--- src/rtl/axi_stream_tile_source.sv ---
// Streams num_rows consecutive memory rows (wrapping addresses) as AXI-stream beats.
// A 2-entry head/tail queue absorbs the 1-cycle memory latency under backpressure.
module axi_stream_tile_source #(
  parameter int N          = 4,
  parameter int DATA_WIDTH = 8,
  parameter int ADDR_WIDTH = 8
) (
  input  logic                    clk,
  input  logic                    reset,
  input  logic                    start,
  input  logic [ADDR_WIDTH-1:0]   base_addr,
  input  logic [ADDR_WIDTH-1:0]   num_rows,
  output logic                    busy,
  output logic                    done,
  output logic                    mem_rd_en,
  output logic [ADDR_WIDTH-1:0]   mem_rd_addr,
  input  logic [N*DATA_WIDTH-1:0] mem_rd_data,
  output logic [N*DATA_WIDTH-1:0] tdata,
  output logic                    tvalid,
  input  logic                    tready,
  output logic                    tlast
);
  localparam int W = N * DATA_WIDTH;
  localparam logic [ADDR_WIDTH-1:0] ONE = ADDR_WIDTH'(1);

  typedef enum logic [1:0] {S_IDLE, S_READ, S_DRAIN, S_FINISH} state_t;

  state_t                state_q, state_d;
  logic [ADDR_WIDTH-1:0] rows_q, rows_d;
  logic [ADDR_WIDTH-1:0] rd_cnt_q, rd_cnt_d;
  logic [ADDR_WIDTH-1:0] rd_addr_q, rd_addr_d;
  logic                  ret_q, ret_d;
  logic                  ret_last_q, ret_last_d;
  logic [W-1:0]          head_data_q, head_data_d;
  logic                  head_last_q, head_last_d;
  logic                  head_valid_q, head_valid_d;
  logic [W-1:0]          tail_data_q, tail_data_d;
  logic                  tail_last_q, tail_last_d;
  logic                  tail_valid_q, tail_valid_d;

  logic                  pop;
  logic                  rd_go;
  logic                  rd_is_last;
  logic [1:0]            level;

  assign pop        = head_valid_q & tready;
  assign rd_is_last = (rd_cnt_q == rows_q - ONE);
  // Rows held in the queue plus the row currently returning from memory.
  assign level      = {1'b0, head_valid_q} + {1'b0, tail_valid_q} + {1'b0, ret_q};
  // Counting this cycle's pop lets a read overlap the beat that frees its slot,
  // which is what sustains one beat per cycle without ever overfilling the queue.
  assign rd_go      = (state_q == S_READ) && ((level - {1'b0, pop}) < 2'd2);

  assign mem_rd_en   = rd_go;
  assign mem_rd_addr = rd_addr_q;
  assign tdata       = head_data_q;
  assign tvalid      = head_valid_q;
  assign tlast       = head_last_q;
  assign busy        = (state_q != S_IDLE);
  assign done        = (state_q == S_FINISH);

  always_comb begin
    state_d      = state_q;
    rows_d       = rows_q;
    rd_cnt_d     = rd_cnt_q;
    rd_addr_d    = rd_addr_q;
    ret_d        = rd_go;
    ret_last_d   = rd_go & rd_is_last;
    head_data_d  = head_data_q;
    head_last_d  = head_last_q;
    head_valid_d = head_valid_q;
    tail_data_d  = tail_data_q;
    tail_last_d  = tail_last_q;
    tail_valid_d = tail_valid_q;

    case (state_q)
      S_IDLE: begin
        if (start) begin
          rows_d    = num_rows;
          rd_addr_d = base_addr;
          rd_cnt_d  = '0;
          state_d   = (num_rows == '0) ? S_FINISH : S_READ;
        end
      end
      S_READ: begin
        if (rd_go) begin
          rd_addr_d = rd_addr_q + ONE;
          rd_cnt_d  = rd_cnt_q + ONE;
          if (rd_is_last) state_d = S_DRAIN;
        end
      end
      S_DRAIN: begin
        if (pop && head_last_q) state_d = S_FINISH;
      end
      S_FINISH: state_d = S_IDLE;
      default:  state_d = S_IDLE;
    endcase

    // Pop shifts the tail forward first, so a same-cycle push lands behind it.
    if (pop) begin
      head_data_d  = tail_data_q;
      head_last_d  = tail_last_q;
      head_valid_d = tail_valid_q;
      tail_valid_d = 1'b0;
    end
    if (ret_q) begin
      if (!head_valid_d) begin
        head_data_d  = mem_rd_data;
        head_last_d  = ret_last_q;
        head_valid_d = 1'b1;
      end else begin
        tail_data_d  = mem_rd_data;
        tail_last_d  = ret_last_q;
        tail_valid_d = 1'b1;
      end
    end
  end

  always_ff @(posedge clk) begin
    if (reset) begin
      state_q      <= S_IDLE;
      rows_q       <= '0;
      rd_cnt_q     <= '0;
      rd_addr_q    <= '0;
      ret_q        <= 1'b0;
      ret_last_q   <= 1'b0;
      head_data_q  <= '0;
      head_last_q  <= 1'b0;
      head_valid_q <= 1'b0;
      tail_data_q  <= '0;
      tail_last_q  <= 1'b0;
      tail_valid_q <= 1'b0;
    end else begin
      state_q      <= state_d;
      rows_q       <= rows_d;
      rd_cnt_q     <= rd_cnt_d;
      rd_addr_q    <= rd_addr_d;
      ret_q        <= ret_d;
      ret_last_q   <= ret_last_d;
      head_data_q  <= head_data_d;
      head_last_q  <= head_last_d;
      head_valid_q <= head_valid_d;
      tail_data_q  <= tail_data_d;
      tail_last_q  <= tail_last_d;
      tail_valid_q <= tail_valid_d;
    end
  end
endmodule

--- config.mk ---
export PLATFORM = sky130hd
export DESIGN_NAME = axi_stream_tile_source
export DESIGN_NICKNAME = d
export VERILOG_FILES = /design/src/rtl/axi_stream_tile_source.sv
export SDC_FILE = /design/constraint.sdc
export NUM_CORES = 1
export LEC_CHECK = 0
export BUFFER_PORTS_ARGS = -buffer_cell sky130_fd_sc_hd__buf_4
export CAP_MARGIN = 10
export CORE_UTILIZATION = 30
export CTS_BUF_LIST = sky130_fd_sc_hd__clkbuf_2
export DETAILED_ROUTE_END_ITERATION = 7
export PLACE_DENSITY_LB_ADDON = 0.3
export SYNTH_ARGS = -nofsm -noshare
export SYNTH_HDL_FRONTEND = slang
export SYNTH_SLANG_ARGS = --single-unit
--- constraint.sdc ---
create_clock -name clk -period 3 [get_ports clk]
set_clock_uncertainty 0.2 [all_clocks]
set_input_delay 0.6 -clock clk [delete_from_list [all_inputs] [get_ports clk]]
set_output_delay 0.6 -clock clk [all_outputs]
set_load 0.005 [all_outputs]
* After elaboration in Yosys (flattened, before gate mapping) *
Index checks and enable logic that the tools add are counted.

storage, ports and cells
  register bits after elaboration = 96
  bits of input ports = 52
  output and inout port bits = 45
  logic and storage cells = 62

cells by class
  $add $sub $neg = 6
  order comparisons = 1
  equality and inequality tests = 8
  multiplexer cells = 23
  bitwise operators = 2
  reduce and logical (&&, ||, !) cells = 10

operators with widths
  cell                   count
  $mux W32               3
  $mux W8                4
  $pmux W8 S2            2
  $add A8 B1 Y8 const B  2
  $mux W2                5
  $eq A8 B8 Y1           1
  $logic_not A8 Y1       1
  $mux W1                8
  $ne A2 B2 Y1 const B   4
  $pmux W2 S4            1
  $sub A8 B1 Y8 const B  1
  $eq A2 B2 Y1 const B   2
  $reduce_and A2 Y1      2
  $reduce_and A4 Y1      1
  $reduce_bool A2 Y1     2
  $reduce_and A3 Y1      1
  $add A1 B1 Y2          1
  $add A2 B1 Y2          1
  $and A1 B1 Y1          2
  $eq A2 B1 Y1 const B   1
  $logic_and A1 B1 Y1    2
  $logic_not A2 Y1       1
  $lt A2 B2 Y1 const B   1
  $sub A2 B1 Y2          1

* Depth between registers and ports, before layout *
Gate-level depths: netlist of the first run.

  depth in word-level cells = 7
  depth in mapped cells = 13
  mapped depth without buffers = 12

* Least setup slack after synthesis of the first run *
No wires, ideal clock.

  kind = input to register
  start = input port tready
  end = register rd_cnt_q[5]
  library setup time = 129 ps
  data arrival time = 2864 ps
  data required time = 2671 ps
  path slack = -193 ps
  cell stages on the path = 13
  buffers on the path = 1
  path through = nand2_1 -> clkinv_1 -> clkbuf_1 -> ha_1 -> inv_1 -> ha_1 -> a21oi_1 -> xnor2_1 -> a211oi_2 -> and3_1 -> nand4_1 -> xor2_1 -> nor2_1

between the ends
  longest elaborated chain between the ends = 6

RTL lines
  element                      RTL line  RTL
  from (decl)                  20        input logic tready,
  $and A1 B1 Y1                46        assign pop = head_valid_q & tready;
  $sub A2 B1 Y2                52        assign rd_go = (state_q == S_READ) && ((level - {1'b0, pop}) < 2'd2);
  $lt A2 B2 Y1                 52
  $logic_and A1 B1 Y1          52
  $ne A2 B2 Y1 (no line)       --
  $reduce_and A3 Y1 (no line)  --
  to (signal assigned)         136       rd_cnt_q <= rd_cnt_d;
  to (decl)                    30        logic [ADDR_WIDTH-1:0] rd_cnt_q, rd_cnt_d;

No other way between the ends.
A chain may end at the register's enable or synchronous reset.

* Worst setup path after layout of the first run *
  start = register head_valid_q, in the netlist tvalid
  end = output port mem_rd_en

between the ends
  longest elaborated chain between the ends = 5
  elaborated cells on any way between the ends = 6
  those cells by class = add/sub (3); order compare (1); bitwise (1); reduce/logical (1)

RTL lines
  element                  RTL line  RTL
  from (decl)              36        logic head_valid_q, head_valid_d;
  from (signal assigned)   142       head_valid_q <= head_valid_d;
  $add A1 B1 Y2            49        assign level = {1'b0, head_valid_q} + {1'b0, tail_valid_q} + {1'b0, ret_q};
  $add A2 B1 Y2            49
  $sub A2 B1 Y2 (*)        52
  $lt A2 B2 Y1 (*)         52
  $logic_and A1 B1 Y1 (*)  52
  to (decl)                15        output logic mem_rd_en,

Mark *: on every way between the ends. The rest lies on a longest branch, timed or not.

==> results of run 1 <==
-- power breakdown --
part / switching [mW] / total, mW / internal, mW
registers: 0.146 / 1.60 / 1.45
logic: 0.669 / 1.27 / 0.603
clock network: 0.432 / 0.622 / 0.190
total: 1.25 / 3.49 / 2.25
-- logic make-up after synthesis --
family / synth area share [%]
DFF: 44.7
and+or+nand+nor: 25.6
muxes: 0.466
AOI/OAI and AO/OA: 18.0
adders and majority gates: 2.91
xor gates and xnor gates: 3.67
buffers and inverters: 4.71
-- cells in the final DEF, fill, tap and decap left out, drive strengths merged, types with 7 or more instances in the layout --
cell,n
nand2,164
nor2,67
clkbuf,11
dlygate4sd3,36
a21oi,59
a311oi,33
buf,117
xor2,11
nor3,8
inv,12
dfxtp,96
xnor2,7
o21ai,7
nand3,14
ha,10
-- routing by layer --
metal  share of wire (%)  track usage [%]
met5                   0                0
met4                 1.8             7.25
met3                 3.5             2.95
met2                  49             28.4
met1                  46             19.7
-- area by class of cell --
class | count | area [um^2] | share of cell area (%)
inverter | 13 | 53.8 | 0.930
clock buffer | 11 | 55.1 | 0.951
clock inverter | 4 | 46.3 | 0.800
timing repair buffer | 153 | 1250 | 21.5
sequential | 96 | 1920 | 33.3
multi-input combinational | 413 | 2240 | 38.6
tap | 180 | 225 | 3.89
-- what timing repair did --
| action | CTS | global route |
|---|---|---|
| pin swaps | 5 | 7 |
| endpoints found under the hold margin | 43 | 0 |
| hold buffers | 36 | 0 |
| buffers inserted | 6 | 5 |
| gates resized for setup | 9 | 6 |
| setup endpoints to repair | 1 | 19 |
-- path summary, 6_finish.rpt --
path                                      end                        start  slack [ps]
hold reg to reg   tail_data_q[3]$_SDFFE_PP0P_  tail_data_q[3]$_SDFFE_PP0P_         270
setup / recovery                    mem_rd_en            tvalid$_SDFF_PP0_         -20
hold / removal         rows_q[7]$_SDFFE_PP0P_                  num_rows[7]          90
setup reg to reg     rd_cnt_q[7]$_SDFFE_PP0P_            tvalid$_SDFF_PP0_          30
-- metrics by stage --
stage	utilization [%]	setup WS, ps
6_report	41.5	-17.7
5_1_grt	41.5	-174
4_1_cts	41.1	-86.2
3_5_place_dp	37.1	79.3
3_3_place_gp	37.1	67.5
2_1_floorplan	-	28.3
-- critical path: stages, from the launching register on --
cell and delay [ps]:
dfxtp_2 390, nand2_4 80, clkinv_4 50, ha_4 260, inv_2 40, ha_4 200, a21oi_2 130, xnor2_1 150
nand2b_4 170, inv_2 50, buf_6 110
-- sequential cells by signal, summed over array words and instances, names as in the netlist, 2 cells and up --
name / flops
mem_rd_addr: 8
tail_data_q: 32
rd_cnt_q: 8
state_q: 2
rows_q: 8
tdata: 32
==> results.tsv, run 1 <==
metric	value	unit
status	finished with violations	
failing checks	negative setup slack	
synth cell count leaders	164 x nand2_1, 96 x dfxtp_1, 67 x nor2_1	
post-route clock period utilization	101	%
setup TNS	-17.7	ps
fin. max-slew vios	0	
Tot Pwr	3.49	mW
share of layout cells above drive strength 1	22.2	%
Syn. warnings	0	
top_reg_cell synth	dfxtp_1	
post-route cell area	0.00579	mm^2
clock latency on the worst-skew pair	590	ps
asr flop ratio synth	0	%
CP Data Required Time	2200	ps
Total GRT Usage	16.4	%
PwrDens	604	mW/mm^2
# diodes	0	
Num CTS Buffers	9	
fin crit period	3020	ps
Nets	748	
I/O Pins	97	
cell taking the most area after synthesis	dfxtp_1	
DRT iter0 DRCs	236	
dpl cells	808	
vias	4269	
Core ar.	0.0139	mm^2
grt ovf	0	
Die X	122	um
register area share after synthesis	44.7	%
DRT Pass-1 Iters	4	
number of H-tree levels	3	
die area	0.0148	mm^2
# port buffers	96	
setup ws final	-17.7	ps
vias in the first global route	4143	
Max Cap Viol	0	
Cell Area, Placed	0.00517	mm^2
final wirelength	11600	um
cell area after synthesis	0.00430	mm^2
Routability Congestion	0.791	
Critical Path Source Type	flop	
remaining routing DRC violations	0	
Final ANT Viol Nets	0	
WHS	87.5	ps
Final Setup Violations	1	
pin count of the biggest net entering global routing	41	
# rows	43	
worst hold path class	input pin to flop	
Syn Nets	622	
maximum VDD drop	0.000217	V
Detail Placement HPWL	7610	um
crit path max fanout	2	
Max Buffers Root-to-Sink	2	
final hold violation count	0	
Fill cells	1384	
WL/cell	13.3	um
clock root buffer	clkbuf_2	
Synth area leaders	dfxtp_1 45%, nand2_1 14%, a21oi_1 6.9%	
Starting Density	30.9	%
Area Growth Syn to Fin	34.6	%
Leak Pwr	2.25	nW
R2R cell count	17	
fmax	331	MHz
crit path DAT	2220	ps
EDFF count, synth	0	
post-synth top area share	44.7	%
count leader, synth	nand2_1	
CTS tree	built	
initial antenna violation count	0	
Mean Syn Cell Area	7.68	um^2
Chip Height	122	um
CTS Sinks	96	
first-pass GRT wire length	19200	um
hold depth	3	
Worst Setup End Kind	output pin	
Clock Pin Slew Worst Setup and Hold Paths	250	ps
vias per cell	4.91	
Post-Syn Instances	560	
fin cells	870	
RSZ-0062 raised after global routing	true	
Yosys cell types	42	
Max-slew headroom	50.5	%
flops & latches, synth	96	
slew at the pin closest to its max-slew limit	742	ps
kind of critical path	flop to output pin	
Note: power is estimated with default switching activity, not from simulation.
==> run 2, diff against run 1 <==
==> constraint.sdc (replaced) <==
create_clock -name clk -period 3 [get_ports clk]
set_clock_uncertainty 0.2 [all_clocks]
set_input_delay 0.3 -clock clk [delete_from_list [all_inputs] [get_ports clk]]
set_output_delay 0.3 -clock clk [all_outputs]
set_load 0.005 [all_outputs]
==> results.tsv, run 2 (same netlist as run 1, synthesis figures left out) <==
metric	value	unit
status	completed	
initial antenna violation count	1	
first-pass GRT wire length	19700	um
CTS tree	built	
clock root buffer	clkbuf_2	
Worst Setup End Kind	output pin	
Util after Layout	44.1	%
# rows	43	
grt ovf	0	
# port buffers	96	
CP bufs+invs	4	
Routability Congestion	0.796	
crit-path leading delay family	adder cells	
hold depth	4	
Nets	782	
Clock Pin Slew Worst Setup and Hold Paths	270	ps
share of layout cells above drive strength 1	19.3	%
fin crit period	2790	ps
RSZ-0062 raised after global routing	false	
R2R cell count	13	
remaining routing DRC violations	0	
setup TNS	0	ps
vias in the first global route	4276	
CP Cell Sequence	nand2_2, inv_2, ha_1, inv_1, ha_4, a21oi_4, xnor2_2, nand2b_4, inv_1, buf_4	
Critical Path Source Type	flop	
Die X	122	um
crit-path most repeated cell	inv_1	
Starting Density	30.9	%
worst hold path class	input pin to flop	
DRT Pass-1 Iters	5	
crit path DAT	2290	ps
Core ar.	0.0139	mm^2
maximum VDD drop	0.000365	V
kind of critical path	flop to output pin	
final wirelength	12100	um
Max Buffers Root-to-Sink	2	
I/O Pins	97	
clock latency on the worst-skew pair	590	ps
Detail Placement HPWL	7440	um
Leak Pwr	2.44	nW
DRT iter0 DRCs	283	
most common cell after layout, fill and taps aside	nand2_1	
fin cells	906	
Chip Height	122	um
fin. max-slew vios	0	
critical path depth	10	
Num CTS Buffers	9	
Max Cap Viol	0	
CTS Sinks	96	
vias	4407	
CP max-delay cell	dfxtp_2	
fmax	359	MHz
vias per cell	4.86	
Total GRT Usage	17.0	%
slew at the pin closest to its max-slew limit	730	ps
WL/cell	13.3	um
die area	0.0148	mm^2
Final Setup Violations	0	
r2r setup slk	330	ps
commonest cells after routing, fill and taps aside	162 x nand2_1, 107 x buf_4, 94 x dfxtp_1	
Worst path max stage delay	390	ps
number of H-tree levels	3	
crit path max fanout	2	
CP Data Required Time	2500	ps
PwrDens	573	mW/mm^2
Max-slew headroom	51.3	%
Area Growth Syn to Fin	42.8	%
pin count of the biggest net entering global routing	67	
dpl cells	804	
final hold violation count	0	
Final ANT Viol Nets	0	
post-route clock period utilization	92.9	%
run 2: changes by cell type in the layout (fill, tap and decap cells not counted), moves of 2 or more:
cell,before,now
dlygate4sd3_1,36,80
buf_4,115,107
a21oi_2,2,0
buf_6,2,0
clkbuf_2,11,9
run 2: power breakdown:
group	switching, mW	leakage (nW)	internal [mW]
logic	0.656	1.58	0.616
clock network	0.453	0.0737	0.193
registers	0.149	0.781	1.45
total	1.26	2.44	2.26
run 2: worst paths after layout:
path	start	endpoint
max	tvalid$_SDFF_PP0_	mem_rd_en
min	mem_rd_data[15]	tail_data_q[15]$_SDFFE_PP0P_
max reg2reg	tvalid$_SDFF_PP0_	mem_rd_addr[0]$_SDFFE_PP0P_
min reg2reg	tail_data_q[24]$_SDFFE_PP0P_	tail_data_q[24]$_SDFFE_PP0P_
run 2: metrics by stage:
| stage | hold WS (ps) | instance area, um^2 | power (mW) | worst slack (ps) |
|---|---|---|---|---|
| 3_5_place_dp | 247 | 5140 | 2.75 | 277 |
| 3_3_place_gp | 241 | 5140 | 2.70 | 378 |
| 2_1_floorplan | 232 | 4300 | 2.28 | 66.9 |
| 5_1_grt | 158 | 6140 | 3.79 | 7.24 |
| 6_report | 270 | 6140 | 3.52 | 214 |
| 4_1_cts | 189 | 6100 | 3.54 | 11.8 |
run 2: layout make-up:
class,instances,area (um^2)
clock buffer,9,45.0
timing repair buffer,187,1600
sequential,96,1920
inverter,13,48.8
tap,180,225
clock inverter,7,70.1
antenna,1,2.50
fill,1407,7790
multi-input combinational,413,2220
run 2: tightest hold or removal path: stages:
cell           delay [ps]
dlygate4sd3_1         540
buf_4                 140
nand2_1                50
a21oi_1                50
run 2: per-layer routing:
| metal | track usage (%) | share of wire [%] | vias up |
|---|---|---|---|
| li1 | - | - | 2216 |
| met1 | 19.3 | 44 | 2083 |
| met2 | 30.6 | 50 | 93 |
| met3 | 4.54 | 4.4 | 15 |
| met4 | 5.48 | 1.2 | 0 |
| met5 | 0 | 0 | - |
run 2: repair_timing:
item	CTS	global route
endpoints found under the setup margin	1	1
resized for setup	5	6
hold buffers	80	0
setup buffers	3	2
endpoints found under the hold margin	85	0
pin swaps	2	2
